[config.mk]
export PLATFORM = sky130hd
export DESIGN_NAME = binary2bcd_seq
export DESIGN_NICKNAME = d
export VERILOG_FILES = /design/src/rtl/binary2bcd_seq.sv
export SDC_FILE = /design/constraint.sdc
export NUM_CORES = 1
export LEC_CHECK = 0
export CAP_MARGIN = 40
export CORE_MARGIN = 4
export CORE_UTILIZATION = 40
export CTS_CLUSTER_DIAMETER = 80
export DETAILED_ROUTE_END_ITERATION = 8
export GPL_TIMING_DRIVEN = 0
export PLACE_DENSITY = 0.6
export REMOVE_ABC_BUFFERS = 1
export SLEW_MARGIN = 15
export SYNTH_ARGS = -nofsm -noshare
export SYNTH_HDL_FRONTEND = slang
export SYNTH_SLANG_ARGS = --single-unit
[constraint.sdc]
create_clock -name clk -period 1.65 [get_ports clk]
set_input_delay 0.495 -clock clk [delete_from_list [all_inputs] [get_ports clk]]
set_output_delay 0.495 -clock clk [all_outputs]
set_load 0.01 [all_outputs]
[src/rtl/binary2bcd_seq.sv]
// -----------------------------------------------------------------------------
// binary2bcd_seq
// Iterative binary-to-BCD converter using the double-dabble (shift-and-add-3)
// algorithm. One operand bit is consumed per clock, so a conversion takes
// WIDTH cycles in SHIFT, followed by a one-cycle DONE state.
//
// Parameters
//   WIDTH   binary operand width (4..32)
//   DIGITS  number of BCD digits produced (1..10)
//
// Ports
//   clk     rising-edge clock
//   rst     synchronous, active-high reset
//   start   conversion request, accepted in IDLE or DONE only
//   din     binary operand, captured on the accepting edge
//   busy    high while the FSM is in SHIFT
//   done    one-cycle pulse marking bcd/ovf/sign valid
//   bcd     result digits, digit k in bits [4k+3:4k]
//   ovf     decimal value needed more than DIGITS digits (bcd holds value mod 10^DIGITS)
//   sign    negative-operand flag
//
// Build option
//   BINARY2BCD_SIGNED_EN  when defined, din is two's complement: sign takes the
//                         MSB and the magnitude is converted. When undefined,
//                         din is unsigned and sign is tied to 0.
// -----------------------------------------------------------------------------
module binary2bcd_seq #(
    parameter int WIDTH  = 8,
    parameter int DIGITS = 3
) (
    input  logic                  clk,
    input  logic                  rst,
    input  logic                  start,
    input  logic [WIDTH-1:0]      din,
    output logic                  busy,
    output logic                  done,
    output logic [4*DIGITS-1:0]   bcd,
    output logic                  ovf,
    output logic                  sign
);

    localparam int BW = 4 * DIGITS;
    localparam int CW = $clog2(WIDTH + 1);

    typedef enum logic [1:0] {
        IDLE  = 2'd0,
        SHIFT = 2'd1,
        DONE  = 2'd2
    } state_t;

    state_t             r_state;
    state_t             w_next;

    logic [CW-1:0]      r_cnt;
    logic [BW-1:0]      r_work;
    logic [WIDTH-1:0]   r_op;
    logic               r_sticky;
    logic [BW-1:0]      r_bcd;
    logic               r_ovf;

    logic               w_accept;
    logic               w_last;
    logic [BW-1:0]      w_adj;
    logic               w_carry;
    logic [BW-1:0]      w_work_nxt;
    logic [WIDTH-1:0]   w_op_nxt;
    logic [WIDTH-1:0]   w_mag;

    // Add 3 to every digit >= 5 so that the following left shift carries
    // correctly into the next decimal digit.
    function automatic logic [BW-1:0] dabble_adjust(input logic [BW-1:0] work);
        logic [BW-1:0] res;
        res = work;
        for (int k = 0; k < DIGITS; k++) begin
            if (work[4*k +: 4] >= 4'd5) begin
                res[4*k +: 4] = work[4*k +: 4] + 4'd3;
            end
        end
        return res;
    endfunction

    assign w_accept = start && ((r_state == IDLE) || (r_state == DONE));
    assign w_last   = (r_cnt == CW'(1));
    assign w_adj    = dabble_adjust(r_work);
    // The bit leaving the top digit is lost from bcd; it feeds the sticky overflow.
    assign w_carry  = w_adj[BW-1];
    assign {w_work_nxt, w_op_nxt} = {w_adj[BW-2:0], r_op, 1'b0};

`ifdef BINARY2BCD_SIGNED_EN
    localparam logic [WIDTH-1:0] ONE = WIDTH'(1);

    logic r_sign_work;
    logic r_sign;

    // Negating the most negative value wraps to itself, which read as unsigned
    // is exactly its magnitude 2^(WIDTH-1).
    assign w_mag = din[WIDTH-1] ? (~din + ONE) : din;

    always_ff @(posedge clk) begin
        if (rst) begin
            r_sign_work <= 1'b0;
            r_sign      <= 1'b0;
        end else begin
            if (w_accept) begin
                r_sign_work <= din[WIDTH-1];
            end else if ((r_state == SHIFT) && w_last) begin
                r_sign <= r_sign_work;
            end
        end
    end

    assign sign = r_sign;
`else
    assign w_mag = din;
    assign sign  = 1'b0;
`endif

    // State register
    always_ff @(posedge clk) begin
        if (rst) begin
            r_state <= IDLE;
        end else begin
            r_state <= w_next;
        end
    end

    // Next-state logic
    always_comb begin
        w_next = r_state;
        case (r_state)
            IDLE:    if (start) w_next = SHIFT;
            SHIFT:   if (w_last) w_next = DONE;
            DONE:    w_next = start ? SHIFT : IDLE;
            default: w_next = IDLE;
        endcase
    end

    // Datapath: load on accept, shift while in SHIFT, publish on the last shift
    always_ff @(posedge clk) begin
        if (rst) begin
            r_cnt    <= '0;
            r_work   <= '0;
            r_op     <= '0;
            r_sticky <= 1'b0;
            r_bcd    <= '0;
            r_ovf    <= 1'b0;
        end else begin
            if (w_accept) begin
                r_op     <= w_mag;
                r_work   <= '0;
                r_sticky <= 1'b0;
                r_cnt    <= CW'(WIDTH);
            end else if (r_state == SHIFT) begin
                r_op     <= w_op_nxt;
                r_work   <= w_work_nxt;
                r_sticky <= r_sticky | w_carry;
                r_cnt    <= r_cnt - CW'(1);
                if (w_last) begin
                    r_bcd <= w_work_nxt;
                    r_ovf <= r_sticky | w_carry;
                end
            end
        end
    end

    assign busy = (r_state == SHIFT);
    assign done = (r_state == DONE);
    assign bcd  = r_bcd;
    assign ovf  = r_ovf;

endmodule

==> impl_results.md, run 1 <==
- Run status: complete, no violations
- Mean Syn Cell Area: 8.87 sq um
- Tot GR Track Use: 0.142
- CP endpoint kind: register
- Leakage: between 0.9 and 1 nW
- Final WL: ~3800 microns
- Vias: between 1000 and 1500
- Worst Reg2Reg Path Length in Cells: 5
- Die area: around 0.0057 sq mm
- Largest area contributor in the netlist: dfxtp_1
- Cell family with most CP delay: simple AND/OR/NAND/NOR gates
- Dpl hpwl: approximately 2500 microns
- Finished Core Util: 0.540
- Hold_ws: between 0.4 and 0.5 ns
- Initial antenna violation count: 0
- Total power: roughly 2.1 mW
- GR Overflow Total: 0
- HP Start: r_sticky
- Ports: 27
- Max Cap Violations: 0
- Via density: 5.00
- WL/cell: 12.9 microns
- Crit-path max cell delay: 0.42 ns
- Required @ worst endpoint: 1.87 ns
- Crit-path max FO: 7
- Final Hold Vio Count: 0
- Post-Synthesis Cells: slightly above 200
- CTS clk-pin slew, worst paths: 0.08 ns
- IO Port Bufs: 25
- Skew-Pair Late Insertion Delay: between 0.2 and 0.3 ns
- Post-synthesis sequential area ratio: 0.440
- WP data arrival: around 1.8 ns
- Hold Crit Endpoint: ovf
- Core area: roughly 0.0044 sq mm
- Min cycle time layout: ~1.6 ns
- Slew Viols, Final: 0
- Global-route wire length before repair: approximately 6200 microns
- Routability cong.: 0.750
- Power Dens Cells: approximately 900 mW/mm^2
- Post-Synthesis Cell Area: approximately 0.0018 sq mm
- Final setup vio count: 0
- FP Rows: 24
- Worst slew pin tran: approximately 0.56 ns
- Die height: 75.4 microns
- CP bufs+invs: 1
- Max frequency: 626 MHz
- Top post-synthesis cells by area: dfxtp_1 (44%), ha_1 (5.5%), nor2_1 (4.5%)
- Sink Count: 40
- # diodes: 0
- Seq cells post-synth: 40
- Skew final: approximately 0.0068 ns
- R2r endpoint: bcd[1]
- Reg2Reg Setup Slack: between 0.05 and 0.06 ns
- Initial Util: 0.415
- Max VDD drop: 0.414 mV
- Vias in the first global route: around 1300
- CTS tree: built
- Die width: 75.4 microns
- Nets@finish: about 260
- Hold Path Stages: 2
- First-pass iteration count of the detailed router: 4
- Crit start category: register
- DR iter-0 viols: 47
- Area grow syn2layout: 30.3%
- Ys Warns: 0
- Yosys cell types: 31
- Drc violations: 0
- Worst slew margin: 0.629
- Placed Cells: 271
- Non-Filler Instances: between 200 and 300
- Setup Crit Path Kind: reg -> reg
- Post-synth top area share: 0.440
- Hold WC Path Type: reg -> reg
- Number of H-tree levels: 2
- Crit-path cells: inv_1 -> ha_1 -> or3b_4 -> or3_4 -> o22ai_2
- R2r startpoint: r_cnt[1]
- Clock Tree Buf Depth: 2
- Crit path max-delay cell type: or3_4
- Proportion of layout cells with a drive suffix above 1: 0.210
- Hold_buf cts: 0
- Root Buffer Master: clkbuf_8
- Period utilization: 0.969
- CTS Buf Count: 5
- Largest net degree at the start of global routing: 19
- Layout fillers: a little over 400
- DRT antenna net count: 0
==> synthesized netlist by cell type <==
cell type and count:
or3_1 1, mux2_2 3, nor2b_1 1, clkinv_1 1, or3b_4 1, dfxtp_1 40
or2_1 1, nor3_1 5, ha_1 8, nand2_1 19, buf_6 1, mux2i_1 2
nor3b_1 5, buf_4 2, xnor2_1 5, nand2b_1 12, o22ai_2 6, a21oi_1 14
nand3_1 3, buf_2 6, a311oi_1 5, o22ai_1 11, xor2_1 1, conb_1 1
o21ai_0 6, nor4_1 1, nor2_4 1, a211oi_1 7, clkbuf_1 4, inv_1 10
nor2_1 22
==> repair_timing <==
action,4_1_cts,5_1_grt
gates cloned,0,0
pin swaps,1,3
resized for setup,34,13
buffers inserted,5,6
endpoints found under the setup margin,50,17
==> worst min-delay path: stages (launching register included) <==
cell and delay, ns:
dfxtp_1 0.30, inv_1 0.06, a311oi_1 0.07
==> per-layer routing <==
layer / vias to the layer above / track usage / routed length (microns)
met3: 6 / 0.0396 / 171
met5: - / 0 / 0
met2: 26 / 0.212 / 1670
met4: 0 / 0.0408 / 43
met1: 651 / 0.200 / 1870
li1: 767 / - / -
==> flip-flops by register name, summed over array words and instances, names as in the netlist <==
register  flops
r_state       2
r_op          8
bcd          12
ovf           1
r_sticky      1
r_work       12
r_cnt         4
==> how the worst max path moves through the flow <==
stage / endpoint / startpoint / depth (start not counted)
floorplan: r_cnt[2] / r_state[1] / 5
global placement: busy / r_state[1] / 3
detailed placement: r_sticky / rst / 4
CTS: busy / r_state[1] / 4
global route: bcd[3] / r_cnt[1] / 7
finish: bcd[1] / r_cnt[1] / 5
==> area by class of cell <==
cell class / count / area [sq um] / area share
Clock buffer: 5 / 68.8 / 0.0291
Clock inverter: 3 / 42.5 / 0.0180
Inverter: 11 / 67.6 / 0.0285
Multi-Input combinational cell: 141 / 961 / 0.406
Sequential cell: 40 / 806 / 0.340
Tap cell: 52 / 65.1 / 0.0275
Timing Repair Buffer: 38 / 358 / 0.151
==> stage by stage <==
stage	TNS, ns	worst slack [ns]	cell area, sq um
final	0	0.0514	2370
after global routing	-0.0396	-0.0140	2370
after CTS	0	0.000321	2280
after detailed placement	-18.92	-0.915	2090
after global placement	-29.06	-1.34	2060
after floorplan	-1.51	-0.199	1750
==> kinds of logic after synthesis <==
logic type | Yosys count | synth area share
AOI/OAI and AO/OA | 49 | 0.187
xor gates and xnor gates | 6 | 0.0289
adders and majority gates | 8 | 0.0551
buffers and inverters | 24 | 0.0619
DFF | 40 | 0.440
muxes | 5 | 0.0296
other | 1 | 0.00206
and+or+nand+nor | 72 | 0.195
==> report_power, final <==
| group | internal [mW] | switching, mW |
|---|---|---|
| registers | 1.01 | 0.0276 |
| clock network | 0.448 | 0.352 |
| logic | 0.128 | 0.143 |
==> layout by cell type (no fill, tap or decap), types with 6 or more instances in the layout <==
cell type	n
inv_1	10
clkdlybuf4s50_1	9
ha_1	6
o21ai_0	6
o22ai_1	11
nor2_1	22
nand2b_1	9
nand2_1	19
a21oi_1	11
o22ai_2	6
dfxtp_1	36
dlygate4sd2_1	15
buf_4	9
Note: power is estimated with default switching activity, not from simulation.
==> run 2: changes to the inputs <==
--- a/config.mk
+++ b/config.mk
@@ -6,13 +6,12 @@
 export NUM_CORES = 1
 export LEC_CHECK = 0
 export CAP_MARGIN = 40
-export CORE_MARGIN = 4
 export CORE_UTILIZATION = 40
 export CTS_CLUSTER_DIAMETER = 80
+export CTS_CLUSTER_SIZE = 20
 export DETAILED_ROUTE_END_ITERATION = 8
 export GPL_TIMING_DRIVEN = 0
 export PLACE_DENSITY = 0.6
-export REMOVE_ABC_BUFFERS = 1
 export SLEW_MARGIN = 15
 export SYNTH_ARGS = -nofsm -noshare
 export SYNTH_HDL_FRONTEND = slang
==> impl_results.md, run 2 (same netlist as run 1, synthesis figures left out) <==
- Run status: complete, no violations (unchanged)
- Global-route wire length before repair: 6120 microns (was 6200 microns)
- CTS tree: built (unchanged)
- CTS clk-pin slew, worst paths: 0.07 ns (was 0.08 ns)
- FP Rows: 24 (unchanged)
- Most frequent cells in the layout: dfxtp_1 (36), nor2_1 (22), nand2_1 (19) (unchanged)
- Skew-Pair Late Insertion Delay: 0.29 ns (about the same)
- WL/cell: 12.9 microns (about the same)
- Die area: 0.00482 sq mm (was 0.00569 sq mm)
- Via density: 5.12 (was 5.00)
- # diodes: 0 (unchanged)
- Initial Util: 0.418 (was 0.415)
- Min cycle time layout: 1.59 ns (was 1.60 ns)
- Internal Pwr Total: 1.40 mW (was 1.58 mW)
- DRT antenna net count: 0 (unchanged)
- Non-Filler Instances: 289 (was 290)
- Crit start category: register (unchanged)
- Commonest non-fill, non-tap cell in the layout: dfxtp_1 (unchanged)
- Proportion of layout cells with a drive suffix above 1: 0.190 (was 0.210)
- Die width: 69.4 microns (was 75.4 microns)
- Vias: 1479 (was 1450)
- CP endpoint kind: output pin (was register)
- Finished Core Util: 0.524 (was 0.540)
- WP data arrival: 1.10 ns (was 1.82 ns)
- IO Port Bufs: 25 (unchanged)
- Routability cong.: 0.802 (was 0.750)
- GR Overflow Total: 0 (unchanged)
- DR iter-0 viols: 55 (was 47)
- Slew Viols, Final: 0 (unchanged)
- Die height: 69.4 microns (was 75.4 microns)
- Required @ worst endpoint: 1.15 ns (was 1.87 ns)
- Final setup vio count: 0 (unchanged)
- Largest net degree at the start of global routing: 18 (was 19)
- Setup Crit Path Kind: reg -> out (was reg -> reg)
- Core area: 0.00435 sq mm (was 0.00438 sq mm)
- Placed Cells: 282 (was 271)
- RSZ-0062 raised after global routing: false
- Vias in the first global route: 1323 (was 1282)
- Ports: 27 (unchanged)
- Post-place setup slack: -0.622 ns (was -0.915 ns)
- Sink Count: 40 (unchanged)
- Sw frac: 0.255 (was 0.248)
- Post-DP Area: 0.00213 sq mm (was 0.00209 sq mm)
- Nets@finish: 258 (was 256)
- Crit-path max FO: 3 (was 7)
- Setup ws final: 0.0572 ns (was 0.0514 ns)
- Clock Tree Buf Depth: 2 (unchanged)
- Initial antenna violation count: 0 (unchanged)
- Post-route cell area: 0.00228 sq mm (was 0.00237 sq mm)
- Drc violations: 0 (unchanged)
- Skew final: 0.00453 ns (was 0.00677 ns)
- Power Dens Cells: 823 mW/mm^2 (was 888 mW/mm^2)
- Final Hold Vio Count: 0 (unchanged)
- Period utilization: 0.965 (was 0.969)
- Tot GR Track Use: 0.165 (was 0.142)
- Max VDD drop: 0.359 mV (was 0.414 mV)
- CTS Buf Count: 5 (unchanged)
- Total power: 1.88 mW (was 2.10 mW)
- Hold_buf cts: 0 (unchanged)
- Area grow syn2layout: 25.6% (was 30.3%)
- First-pass iteration count of the detailed router: 4 (unchanged)
- Root Buffer Master: clkbuf_8 (unchanged)
- Dpl hpwl: 2610 microns (was 2460 microns)
- Power share of the combinational group: 0.137 (was 0.129)
- Number of H-tree levels: 2 (unchanged)
- Leakage: 0.878 nW (was 0.908 nW)
- Hold WC Path Type: reg -> reg (unchanged)
- Net Sw Power: 0.479 mW (was 0.523 mW)
- Max frequency: 628 MHz (was 626 MHz)
- Synthesized Nets: 224
- Final WL: 3710 microns (was 3750 microns)
- Clock Power Share: 0.313 (was 0.380)
- Sequential share of power: 0.550 (was 0.491)
- Max Cap Violations: 0 (unchanged)
-- run 2: timing repair --
action                                  4_1_cts  5_1_grt
buffers inserted                              3        2
endpoints found under the setup margin       46       18
gates resized for setup                      23       16
pin swaps                                     1        4
gates cloned                                  0        0
-- run 2: layout make-up --
type | instances | area, sq um
Sequential cell | 40 | 806
Buffer | 10 | 60.1
Fill cell | 420 | 2070
Clock buffer | 5 | 68.8
Inverter | 11 | 46.3
Tap cell | 52 | 65.1
Timing Repair Buffer | 30 | 285
Multi-Input combinational cell | 141 | 952
-- run 2: critical path, cell delays in order, from the launching register on --
cell and delay [ns]:
dfxtp_1 0.33, nand2b_4 0.15, clkinv_4 0.06, dlygate4sd2_1 0.28
-- run 2: power by group through the flow --
| stage | Sequential (mW) | Combinational (mW) | Clock (mW) |
|---|---|---|---|
| after detailed placement | 1.05 | 0.242 | 0 |
| final | 1.03 | 0.258 | 0.587 |
| after global routing | 1.04 | 0.288 | 0.657 |
| after global placement | 1.05 | 0.242 | 0 |
| after CTS | 1.03 | 0.250 | 0.607 |
| after floorplan | 1.05 | 0.164 | 0 |
-- run 2: per-layer routing --
layer	wire length, microns	GRT usage	vias up
met5	0	0	-
met4	55	0.0680	0
met3	152	0.0567	5
met2	1720	0.254	24
met1	1790	0.211	682
li1	-	-	768
-- run 2: path summary, 6_finish.rpt --
path	cells after the start	startpoint	end	slack [ns]
setup / recovery	3	r_state[1]	busy	0.06
hold / removal	2	r_op[0]	r_op[1]	0.48
setup reg to reg	5	r_cnt[1]	bcd[6]	0.08
hold reg to reg	2	r_op[0]	r_op[1]	0.48
-- run 2: per-stage QoR --
stage	hold slack (ns)	setup TNS, ns
2_1_floorplan	0.445	0
3_3_place_gp	0.469	-14.83
3_5_place_dp	0.469	-15.04
4_1_cts	0.485	0
5_1_grt	0.511	0
6_report	0.479	0
==> run 3: changes to the inputs <==
--- a/config.mk
+++ b/config.mk
@@ -7,7 +7,6 @@
 export LEC_CHECK = 0
 export CAP_MARGIN = 40
 export CORE_UTILIZATION = 40
-export CTS_CLUSTER_DIAMETER = 80
 export CTS_CLUSTER_SIZE = 20
 export DETAILED_ROUTE_END_ITERATION = 8
 export GPL_TIMING_DRIVEN = 0
@@ -16,3 +15,4 @@
 export SYNTH_ARGS = -nofsm -noshare
 export SYNTH_HDL_FRONTEND = slang
 export SYNTH_SLANG_ARGS = --single-unit
+export TNS_END_PERCENT = 5
==> impl_results.md, run 3 (same netlist as run 1, synthesis figures left out) <==
- Initial Util: 0.418 (unchanged)
- Initial antenna violation count: 0 (unchanged)
- Post-route cell area: 0.00224 sq mm (was 0.00228 sq mm)
- Max Cap Violations: 0 (unchanged)
- Routability cong.: 0.802 (unchanged)
- Tot GR Track Use: 0.165 (unchanged)
- CP bufs+invs: 3 (was 2)
- Run status: complete, no violations (unchanged)
- Sw frac: 0.258 (was 0.255)
- # diodes: 0 (unchanged)
- Core area: 0.00435 sq mm (unchanged)
- Dpl hpwl: 2610 microns (unchanged)
- Setup ws final: 0.0459 ns (was 0.0572 ns)
- Hold_ws: 0.478 ns (was 0.479 ns)
- Skew final: 0.00650 ns (was 0.00453 ns)
- Clock Tree Buf Depth: 2 (unchanged)
- Via density: 5.16 (was 5.12)
- First-pass iteration count of the detailed router: 4 (unchanged)
- Global-route wire length before repair: 6120 microns (unchanged)
- Power share of the combinational group: 0.135 (was 0.137)
- CTS tree: built (unchanged)
- Internal Pwr Total: 1.39 mW (was 1.40 mW)
- Power Dens Cells: 837 mW/mm^2 (was 823 mW/mm^2)
- Die height: 69.4 microns (unchanged)
- Cell family with most CP delay: buffers and inverters (unchanged)
- Leakage: 0.853 nW (was 0.878 nW)
- Root Buffer Master: clkbuf_8 (unchanged)
- Min cycle time layout: 1.60 ns (was 1.59 ns)
- Synthesized Nets: 224 (unchanged)
- Most frequent cells in the layout: dfxtp_1 (36), nor2_1 (22), nand2_1 (19) (unchanged)
- Area grow syn2layout: 23.3% (was 25.6%)
- IO Port Bufs: 25 (unchanged)
- Max frequency: 623 MHz (was 628 MHz)
- Final Hold Vio Count: 0 (unchanged)
- Vias: 1475 (was 1479)
- CTS Buf Count: 5 (unchanged)
- Proportion of layout cells with a drive suffix above 1: 0.179 (was 0.190)
- Required @ worst endpoint: 1.83 ns (was 1.15 ns)
- Sequential share of power: 0.550 (about the same)
- Number of H-tree levels: 2 (unchanged)
- Vias in the first global route: 1312 (was 1323)
- Crit-path max cell delay: 0.59 ns (was 0.33 ns)
- Skew-Pair Late Insertion Delay: 0.30 ns (was 0.29 ns)
- Net Sw Power: 0.484 mW (was 0.479 mW)
- Drc violations: 0 (unchanged)
- Post-DP Area: 0.00213 sq mm (unchanged)
- Crit start category: input port (was register)
- Placed Cells: 282 (unchanged)
- DR iter-0 viols: 54 (was 55)
- CP endpoint kind: register (was output pin)
- Max VDD drop: 0.360 mV (was 0.359 mV)
- Slew Viols, Final: 0 (unchanged)
- Non-Filler Instances: 286 (was 289)
- Met2 usage: 0.255 (was 0.254)
- Most Frequent Cell on Critical Path: clkbuf_2
- Nets@finish: 255 (was 258)
- CTS clk-pin slew, worst paths: 0.07 ns (about the same)
- Ports: 27 (unchanged)
- Final setup vio count: 0 (unchanged)
- Post-place setup slack: -0.622 ns (unchanged)
- DRT antenna net count: 0 (unchanged)
- WL/cell: 13.3 microns (was 12.9 microns)
- Setup Crit Path Kind: in -> reg (was reg -> out)
- GR Overflow Total: 0 (unchanged)
- Die area: 0.00482 sq mm (unchanged)
- RSZ-0062 raised after global routing: true (was false)
- Hold WC Path Type: reg -> reg (unchanged)
- Die width: 69.4 microns (unchanged)
- WP data arrival: 1.78 ns (was 1.10 ns)
- FP Rows: 24 (unchanged)
- Hold_buf cts: 0 (unchanged)
- Crit-path max FO: 10 (was 3)
- Final WL: 3800 microns (was 3710 microns)
- Largest net degree at the start of global routing: 18 (unchanged)
- Met3 GRT Util: 0.0567 (unchanged)
- Period utilization: 0.972 (was 0.965)
- Crit path max-delay cell type: clkdlybuf4s50_1 (was dfxtp_1)
- Most Crowded Layer GR: met2 (unchanged)
- Grt met1 use: 0.210 (was 0.211)
- Crit-path cells: clkdlybuf4s50_1 -> clkbuf_2 -> clkbuf_2 -> nor3_1 (was nand2b_4 -> clkinv_4 -> dlygate4sd2_1)
- Clock Power Share: 0.314 (was 0.313)
- Commonest non-fill, non-tap cell in the layout: dfxtp_1 (unchanged)
- Sink Count: 40 (unchanged)
-- run 3: changes by cell type in the layout (fill, tap and decap cells not counted) --
cell	delta
buf_4	-4
buf_12	-1
buf_6	+1
clkdlybuf4s15_1	+1
dlygate4sd2_1	-1
ha_2	+1
ha_4	-1
nor2_2	+1
-- run 3: final cells by class --
class / count / area, sq um
sequential: 40 / 806
fill: 423 / 2110
clock buffer: 5 / 68.8
tap: 52 / 65.1
buffer: 10 / 63.8
inverter: 11 / 46.3
multi-input combinational: 142 / 948
timing repair buffer: 26 / 244
-- run 3: path summary, 6_finish.rpt --
path,from,endpoint,slack [ns],cells past startpoint
min,r_op[0],r_op[1],0.48,2
max reg2reg,r_cnt[1],bcd[6],0.06,5
min reg2reg,r_op[0],r_op[1],0.48,2
max,rst,r_op[7],0.05,4
-- run 3: routing by layer --
layer	vias to the layer above	share of wire
li1	763	-
met1	679	0.49
met2	28	0.45
met3	5	0.044
met4	0	0.015
met5	-	0
-- run 3: power by group through the flow --
stage               clock network, mW  registers (mW)  logic (mW)
global placement                    0            1.05       0.242
global route                    0.657            1.04       0.283
finish                          0.590            1.03       0.254
CTS                             0.607            1.03       0.247
detailed placement                  0            1.05       0.242
floorplan                           0            1.05       0.164
-- run 3: through the flow --
step / setup TNS [ns] / util / power [mW]
4_1_cts: 0 / 0.507 / 1.89
3_3_place_gp: -14.83 / 0.490 / 1.29
6_report: 0 / 0.515 / 1.88
3_5_place_dp: -15.04 / 0.490 / 1.29
2_1_floorplan: 0 / - / 1.21
5_1_grt: -0.0108 / 0.515 / 1.98
-- run 3: tightest hold or removal path, cell delays in order (launching register included) --
cell	delay, ns
dfxtp_1	0.31
nand2_1	0.05
a311oi_1	0.07
-- run 3: timing repair --
action,in CTS,in global routing
buffers inserted,1,0
pin swaps,0,4
cloned,0,1
resized for setup,24,16
setup endpoints to repair,46,22
